===== src/rtl/decoder_scan.sv =====
// Registered one-hot decoder with an auto-scan sequencer.
// In scan mode the active bit walks up or down, holding dwell+1 enabled cycles per step.
module decoder_scan #(
   parameter int SEL_W   = 3,
   parameter int DWELL_W = 4
) (
   input  logic                    clk,
   input  logic                    rst,
   input  logic                    en,
   input  logic                    mode,
   input  logic [SEL_W-1:0]        sel_in,
   input  logic                    load,
   input  logic                    dir,
   input  logic [DWELL_W-1:0]      dwell,
   output logic [(1<<SEL_W)-1:0]   out,
   output logic [SEL_W-1:0]        idx,
   output logic                    wrap
);

   localparam int OUT_W = 1 << SEL_W;

   logic [DWELL_W-1:0] cnt;
   logic [DWELL_W-1:0] cnt_nxt;
   logic [SEL_W-1:0]   idx_nxt;
   logic               wrap_nxt;
   logic [OUT_W-1:0]   out_nxt;

   // Load and direct mode share one path; both restart the dwell count.
   always_comb begin
      idx_nxt  = idx;
      cnt_nxt  = cnt;
      wrap_nxt = 1'b0;
      if (load || !mode) begin
         idx_nxt = sel_in;
         cnt_nxt = '0;
      end else if (cnt >= dwell) begin
         cnt_nxt = '0;
         if (dir) begin
            idx_nxt  = idx - 1'b1;
            wrap_nxt = (idx == '0);
         end else begin
            idx_nxt  = idx + 1'b1;
            wrap_nxt = (idx == '1);
         end
      end else begin
         cnt_nxt = cnt + 1'b1;
      end
   end

   always_comb begin
      out_nxt          = '0;
      out_nxt[idx_nxt] = 1'b1;
   end

   always_ff @(posedge clk) begin
      if (rst) begin
         idx  <= '0;
         cnt  <= '0;
         out  <= {{(OUT_W-1){1'b0}}, 1'b1};
         wrap <= 1'b0;
      end else if (en) begin
         idx  <= idx_nxt;
         cnt  <= cnt_nxt;
         out  <= out_nxt;
         wrap <= wrap_nxt;
      end else begin
         wrap <= 1'b0;
      end
   end

endmodule


===== config.mk =====
export PLATFORM = sky130hd
export DESIGN_NAME = decoder_scan
export DESIGN_NICKNAME = d
export VERILOG_FILES = /design/src/rtl/decoder_scan.sv
export SDC_FILE = /design/constraint.sdc
export NUM_CORES = 1
export LEC_CHECK = 0
export ABC_CLOCK_PERIOD_IN_PS = 2200
export BUFFER_PORTS_ARGS = -buffer_cell sky130_fd_sc_hd__buf_2
export CAP_MARGIN = 20
export CORE_MARGIN = 2
export CORE_UTILIZATION = 40
export DETAILED_ROUTE_END_ITERATION = 12
export GPL_ROUTABILITY_DRIVEN = 0
export PLACE_DENSITY_LB_ADDON = 0.2
export REMOVE_ABC_BUFFERS = 1
export SLEW_MARGIN = 25
export SYNTH_ARGS = -nofsm -noshare
export SYNTH_HDL_FRONTEND = slang
export SYNTH_SLANG_ARGS = --single-unit

===== constraint.sdc =====
create_clock -name clk -period 2.2 [get_ports clk]
set_input_delay 0.22 -clock clk [delete_from_list [all_inputs] [get_ports clk]]
set_output_delay 0.22 -clock clk [all_outputs]
set_load 0.01 [all_outputs]

# After elaboration in Yosys (flattened, before gate mapping)
# Cells that the tools add are included.
# totals
regBits	16
input_bits	13
output_inout_bits	12
elab_cells	26
# classes
addsub	3
magnitude_cmp	3
eq_ne	1
n_mux	8
n_bitwise	2
reduce_logical	5
# op_table
op	count
3-bit 2-to-1 mux	3
4-bit 2-to-1 mux	2
4-bit by 1-bit adder with 4-bit output (second input constant)	1
4-bit greater-or-equal comparator	1
3-bit by 4-bit < comparator with 1-bit output (second input constant)	1
4-bit OR reduction	1
3-bit by 1-bit adder with 3-bit output (second input constant)	1
1-bit demux with 3-bit select	1
3-bit == test (second input constant)	1
3-bit by 1-bit greater-or-equal comparator with 1-bit output (second input constant)	1
3-bit zero test	1
3-bit by 1-bit subtractor with 3-bit output (second input constant)	1
1-bit 2-to-1 mux	2
1-bit NOT	2
1-bit logical AND	1
1-bit zero test	1
1-bit logical OR	1

# Depth between registers and ports, before layout
# Gate-level depths: netlist of the first run.
# logic_depth
depth_word	8
ltp_mapped	7
depth_no_buf	7

# Least setup slack after synthesis of the first run
# No wires, ideal clock.
# synth_path
kind	register to register
from	reg idx[0]
to	reg out[4]
setup_time_ps	101
t_arrival_ps	1877
required_time_ps	2099
setup_slack_ps	222
stages_incl_launch_ff	6
n_path_buf	0
period_less_slack_ps	1978
cell_sequence	dfxtp_1 > fa_1 > nand3b_1 > o2bb2ai_1 > or3b_2 > o41ai_1
# synth_between
elab_chain_cells	8
elab_cells_between_ends	10
classes_between	add/sub: 2; order compare: 2; mux: 5; reduce/logical: 1
# synth_lines
element	line_no	source
start: declaration	16	output logic [SEL_W-1:0] idx,
start signal: assignment	62	idx <= idx_nxt;
3-bit by 1-bit adder with 3-bit output / 3-bit by 1-bit subtractor with 3-bit output (equally long branches)	42, 39	
3-bit 2-to-1 mux	38	if (dir) begin
3-bit 2-to-1 mux *	36	end else if (cnt >= dwell) begin
3-bit 2-to-1 mux *	33	if (load || !mode) begin
3-bit by 4-bit < comparator with 1-bit output (implied by the code) / 3-bit by 1-bit greater-or-equal comparator with 1-bit output (equally long branches)	52	out_nxt[idx_nxt] = 1'b1;
1-bit logical AND (implied by the code)	52	
1-bit 2-to-1 mux (implied by the code)	52	
1-bit demux with 3-bit select *	52	
end signal: assignment	59	out <= {{(OUT_W-1){1'b0}}, 1'b1};
end signal: assignment	64	out <= out_nxt;
end: declaration	15	output logic [(1<<SEL_W)-1:0] out,
# Every way passes the cells marked *; elsewhere a longest branch is shown, timed or not.
# A chain may end at the register's enable or synchronous reset.

# Worst setup path after layout of the first run
# layout_path
from	reg cnt[3]
to	reg out[4]
# layout_between
elab_chain_cells	7
elab_cells_between_ends	8
classes_between	order compare: 3; mux: 4; reduce/logical: 1
# layout_lines
element	line_no	source
start: declaration	22	logic [DWELL_W-1:0] cnt;
start signal: assignment	63	cnt <= cnt_nxt;
4-bit greater-or-equal comparator *	36	
3-bit 2-to-1 mux *	36	
3-bit 2-to-1 mux *	33	
3-bit by 4-bit < comparator with 1-bit output (implied by the code) / 3-bit by 1-bit greater-or-equal comparator with 1-bit output (equally long branches)	52	
1-bit logical AND (implied by the code)	52	
1-bit 2-to-1 mux (implied by the code)	52	
1-bit demux with 3-bit select *	52	
# Marked as above.

==> results.json, run 1 <==
{
  "pre_cts_ws_ns": 0.0558,
  "multi_input_area_um2": 607,
  "period_share_pct": 93.9,
  "cp_max_fo": 6,
  "cp-end-kind": "flop",
  "synth.largest_area_cell": "dfxtp_1",
  "layout.nets": 154,
  "cts_hold_buf": 0,
  "fin_area_um2": 1190,
  "power.density_nw_per_um2": 540,
  "synth.area.top_cells": "dfxtp_1, ha_1, nand3_1, nand2_1, o31ai_1",
  "wl_per_cell_um": 13.7,
  "worst_clock_skew_ns": 0.0141,
  "synth-seq-cells": 16,
  "hold_path.class": "in -> reg",
  "via_per_inst": 5.58,
  "layout.cells.non_filler": 162,
  "fin_crit_ns": 2.07,
  "final_cell_mix": "buf_2, dfxtp_1, nand2_1, nand3_1, a21oi_1",
  "cts-buffers-inserted": 3,
  "clkSlewWorstSetupHoldPaths_ns": 0.11,
  "root_buffer": "clkbuf_4",
  "path_class": "reg -> reg",
  "cts_max_level": 1,
  "regArea_um2": 322,
  "rows": 17,
  "dr_wl_met2_um": 1070,
  "final_layout_size_suffix_gt1_share_pct": 34.3,
  "core-area_um2": 2190,
  "tightest_slew_ns": 0.411,
  "grt_pass1_wl_um": 3760,
  "ios": 25,
  "setup_viol": 0,
  "die_w_um": 51.9,
  "die_height_um": 51.9,
  "fillers": 217,
  "postRouteAntennaNets": 0,
  "ir_drop_mv": 0.355,
  "cts.sinks": 16,
  "holdWs_ns": 0.262,
  "yosysWarnings": 0,
  "yosysTopAreaCellShare_pct": 34.9,
  "outcome": "complete, no violations",
  "vias": 904,
  "firstDrtPassIters": 4,
  "clk_latency_ns": 0.30,
  "drv_cap": 0,
  "met1_length_um": 991,
  "cp-start-kind": "flop",
  "postPlaceCellArea_um2": 1090,
  "drv_slew": 0,
  "syn-cell-area_um2": 917,
  "final_core_util_pct": 54.2,
  "maxUsedRoutingLayer": "met4",
  "clk_path_buf_depth": 2,
  "start_util_pct": 41.9,
  "ys_async_sr_fraction_pct": 0,
  "port_buffers": 24,
  "drt-total-wl_um": 2220,
  "netlist_instances": 104,
  "crit_required_ns": 2.40,
  "cts_tree": "built",
  "synth_edf_count": 0,
  "worst_slack_ns": 0.134,
  "final_common_cell": "buf_2",
  "placed_cells": 156,
  "fmax_mhz": 484,
  "dr_wl_met3_um": 115,
  "drc": 0,
  "antenna_found_initial": 0,
  "grt_max_degree": 15,
  "grt_pass1_vias": 868,
  "grt_overflow": 0,
  "num_antenna_cells": 0,
  "fin_tns_setup_ns": 0,
  "dp_hpwl_um": 1650,
  "power.leakage_nw": 0.529,
  "avgSynthCellArea_um2": 8.82,
  "area_growth_pct": 29.5,
  "die_area_um2": 2690,
  "finalHoldViolCount": 0,
  "critPathArrivalTime_ns": 2.26,
  "synthFlopType": "dfxtp_1",
  "power_mw": 0.641,
  "ys_seq_area_share_pct": 34.9,
  "yosysUniqueCellTypes": 39,
  "grtUsageTotal_pct": 18.8,
  "drt_iter0_markers": 13,
  "slew_headroom_pct": 72.3
}
## cell type report
class                           count  share of cell area, %
Multi-Input combinational cell     78                   51.1
Sequential cell                    16                   27.1
Timing Repair Buffer               30                   13.9
Clock buffer                        4                   3.06
Tap cell                           28                   2.95
Inverter                            6                   1.90
## critical path: stages (launching register included)
cell and delay [ns]:
dfxtp_1 0.35, ha_1 0.32, o211ai_2 0.14, or2_1 0.28
a2111oi_4 0.42, nor2_2 0.12, o41ai_2 0.33
## final timing paths
| check | startpoint | endpoint | slack, ns | depth (start not counted) |
|---|---|---|---|---|
| max reg2reg | cnt[3] | out[4] | 0.13 | 6 |
| min reg2reg | out[3] | out[3] | 0.46 | 2 |
| min | en | cnt[1] | 0.26 | 3 |
| max | cnt[3] | out[4] | 0.13 | 6 |
## report_power, final
part           switching [mW]  leakage (nW)  internal, mW
registers             0.00769         0.131         0.300
clock network           0.105        0.0210         0.101
logic                  0.0722         0.377        0.0554
## per-layer routing
metal | GRT usage, % | vias up
met4 | 8.77 | 0
met5 | 0 | -
met1 | 23.4 | 425
met3 | 3.45 | 6
met2 | 31.0 | 23
li1 | - | 450
## registers in the layout, summed over array words and instances (netlist names)
register	count
out	8
cnt	4
idx	3
wrap	1
## repair_timing
item / 4_1_cts / 5_1_grt
setup buffers: 0 / 2
setup endpoints to repair: 1 / 6
gates resized for setup: 1 / 8
pin swaps: 0 / 3
## synthesized netlist by cell type, drive strengths merged, types with 2 or more instances
cell	number
dfxtp	16
nand2	10
a21oi	8
nand3	8
inv	6
ha	5
nor2	5
o31ai	5
clkbuf	4
o21ai	4
nor3	3
o41ai	3
nor3b	2
o2111ai	2
or2	2
## kinds of logic after synthesis
kind of cell             share of synthesized area [%]
AND/OR/NAND/NOR                                   25.2
AO/OA/AOI/OAI                                     24.6
flip-flops                                        34.9
buffers and inverters                             4.23
adder cells (fa/ha/maj)                           9.00
XOR/XNOR                                         0.955
multiplexers                                      1.09
No activity file was read; power rests on OpenSTA's default activity.
==> run 2, diff against run 1 <==
--- a/config.mk
+++ b/config.mk
@@ -8,6 +8,7 @@
 export ABC_CLOCK_PERIOD_IN_PS = 2200
 export BUFFER_PORTS_ARGS = -buffer_cell sky130_fd_sc_hd__buf_2
 export CAP_MARGIN = 20
+export CORE_ASPECT_RATIO = 0.75
 export CORE_MARGIN = 2
 export CORE_UTILIZATION = 40
 export DETAILED_ROUTE_END_ITERATION = 12
==> run 2 against run 1 <==
Critical path depth increased by 1; final cell count decreased by 4.9%; sequential power about the same; critical endpoint unchanged; largest cell class unchanged.
==> results.json, run 2 (same netlist as run 1, synthesis figures left out) <==
{
  "timing.rr.start": "cnt[0]",
  "reg2reg_depth": 7,
  "start_util_pct": 44.0,
  "firstDrtPassIters": 4,
  "cp_slowest_cell": "dfxtp_1",
  "port_buffers": 24,
  "final_core_util_pct": 53.1,
  "rsz0062_at_grt": "true",
  "largest-register": "out",
  "postRouteAntennaNets": 0,
  "die_area_um2": 2700,
  "vias": 892,
  "ir_drop_mv": 0.325,
  "worst_clock_skew_ns": 0.00476,
  "grt_pass1_vias": 819,
  "final_layout_size_suffix_gt1_share_pct": 27.7,
  "via_per_inst": 5.79,
  "met2_usage_pct": 29.2,
  "antenna_found_initial": 0,
  "power.density_nw_per_um2": 525,
  "busiest_layer": "met2",
  "grt_max_degree": 15,
  "reg2reg_setup_slack_ns": 0.08,
  "cp-end-kind": "flop",
  "grtUsageTotal_pct": 18.5,
  "path_class": "reg -> reg",
  "cp_max_fo": 6,
  "fmax_mhz": 471,
  "core-area_um2": 2080,
  "cpPeakStageDelay_ns": 0.39,
  "grt_use_met1_pct": 25.3,
  "multi_input_area_um2": 569,
  "r2r_end": "out[4]",
  "grt_pass1_wl_um": 3660,
  "drv_cap": 0,
  "cts.sinks": 16,
  "clkSlewWorstSetupHoldPaths_ns": 0.10,
  "clk_path_buf_depth": 2,
  "layout.nets": 151,
  "ios": 25,
  "cp-start-kind": "flop",
  "reg.largest.list": "out x8, cnt x4, idx x3",
  "power.leakage_nw": 0.488,
  "worstHoldEndpoint": "idx[1]",
  "fillers": 200,
  "drc": 0,
  "wl_per_cell_um": 14.4,
  "rows": 14,
  "crit_required_ns": 2.38,
  "final_common_cell": "buf_2",
  "crit_buf_inv": 1,
  "layout.cells.non_filler": 154,
  "clk_latency_ns": 0.28,
  "final_cell_mix": "buf_2, dfxtp_1, nand2_1, nand3_1, a21oi_1",
  "area_growth_pct": 20.7,
  "path_delay_family": "compound AO/OA/AOI/OAI gates",
  "die_w_um": 59.3,
  "outcome": "complete, no violations",
  "dp_hpwl_um": 1680,
  "fin_crit_ns": 2.12,
  "regArea_um2": 320,
  "largest_register_ffs": 8,
  "drt_iter0_markers": 54,
  "critPathArrivalTime_ns": 2.31,
  "holdPathStages": 2,
  "tightest_slew_ns": 0.432,
  "die_height_um": 45.5,
  "use_met3_pct": 5.11,
  "placed_cells": 151,
  "worstHoldStart": "rst",
  "path_cells": "inv_1 > ha_1 > nor3b_4 > or2_4 > a2111oi_4 > nor2_1 > o41ai_1",
  "hold_path.class": "in -> reg",
  "cts_tree": "built",
  "slew_headroom_pct": 71.0,
  "drt-total-wl_um": 2220,
  "cts-buffers-inserted": 3,
  "setup_viol": 0,
  "root_buffer": "clkbuf_4",
  "drv_slew": 0,
  "finalHoldViolCount": 0,
  "grt_overflow": 0,
  "period_share_pct": 96.5,
  "cts_max_level": 1,
  "num_antenna_cells": 0
}
## run 2: cell types whose count changed in the layout (fill, tap and decap cells not counted)
cell,delta
nor2_2,-1
ha_1,+1
clkbuf_8,-1
dfxtp_1,+1
dfxtp_2,-1
o41ai_2,-3
ha_4,-1
nor2_1,+1
o41ai_1,+3
buf_4,-3
## run 2: layer usage
layer	vias up	routed length (µm)
met5	-	0
met4	0	0
met3	0	167
met2	40	937
met1	408	1110
li1	444	-
## run 2: final cells by class
class	instances	area share, %
Multi-Input combinational cell	78	51.4
Sequential cell	16	28.9
Tap cell	24	2.71
Inverter	6	2.03
Clock buffer	3	2.03
Timing Repair Buffer	27	12.9
## run 2: timing repair
| item | CTS | global route |
|---|---|---|
| hold buffers | 0 | 0 |
| resized for setup | 0 | 3 |
| buffers inserted | 0 | 0 |
| endpoints found under the setup margin | 0 | 9 |
## run 2: power by group
| part | total (mW) | switching [mW] | internal (mW) | leakage [nW] |
|---|---|---|---|---|
| sequential | 0.308 | 0.00883 | 0.299 | 0.130 |
| clock | 0.156 | 0.0927 | 0.0635 | 0.0138 |
| combinational | 0.117 | 0.0693 | 0.0478 | 0.344 |
| total | 0.582 | 0.171 | 0.411 | 0.488 |
## run 2: per-stage QoR
stage               TNS, ns  setup slack [ns]  power, mW  instance area (µm²)  hold WS (ns)
finish                    0            0.0761      0.582                 1110         0.285
floorplan                 0             0.222      0.376                  901         0.289
detailed placement        0            0.0712      0.426                 1070         0.444
global placement          0           0.00844      0.423                 1070         0.439
global route        -0.0317           -0.0132      0.612                 1110         0.282
CTS                       0            0.0202      0.584                 1100         0.273
## run 2: worst max path at each step
stage	from	to	slack [ns]	depth (start not counted)
after floorplan	idx[0]	out[4]	0.22	5
after global placement	cnt[0]	out[4]	0.008	6
after detailed placement	cnt[0]	out[4]	0.07	6
after CTS	cnt[0]	out[4]	0.02	6
after global routing	cnt[0]	out[4]	-0.01	7
final	cnt[0]	out[4]	0.08	7
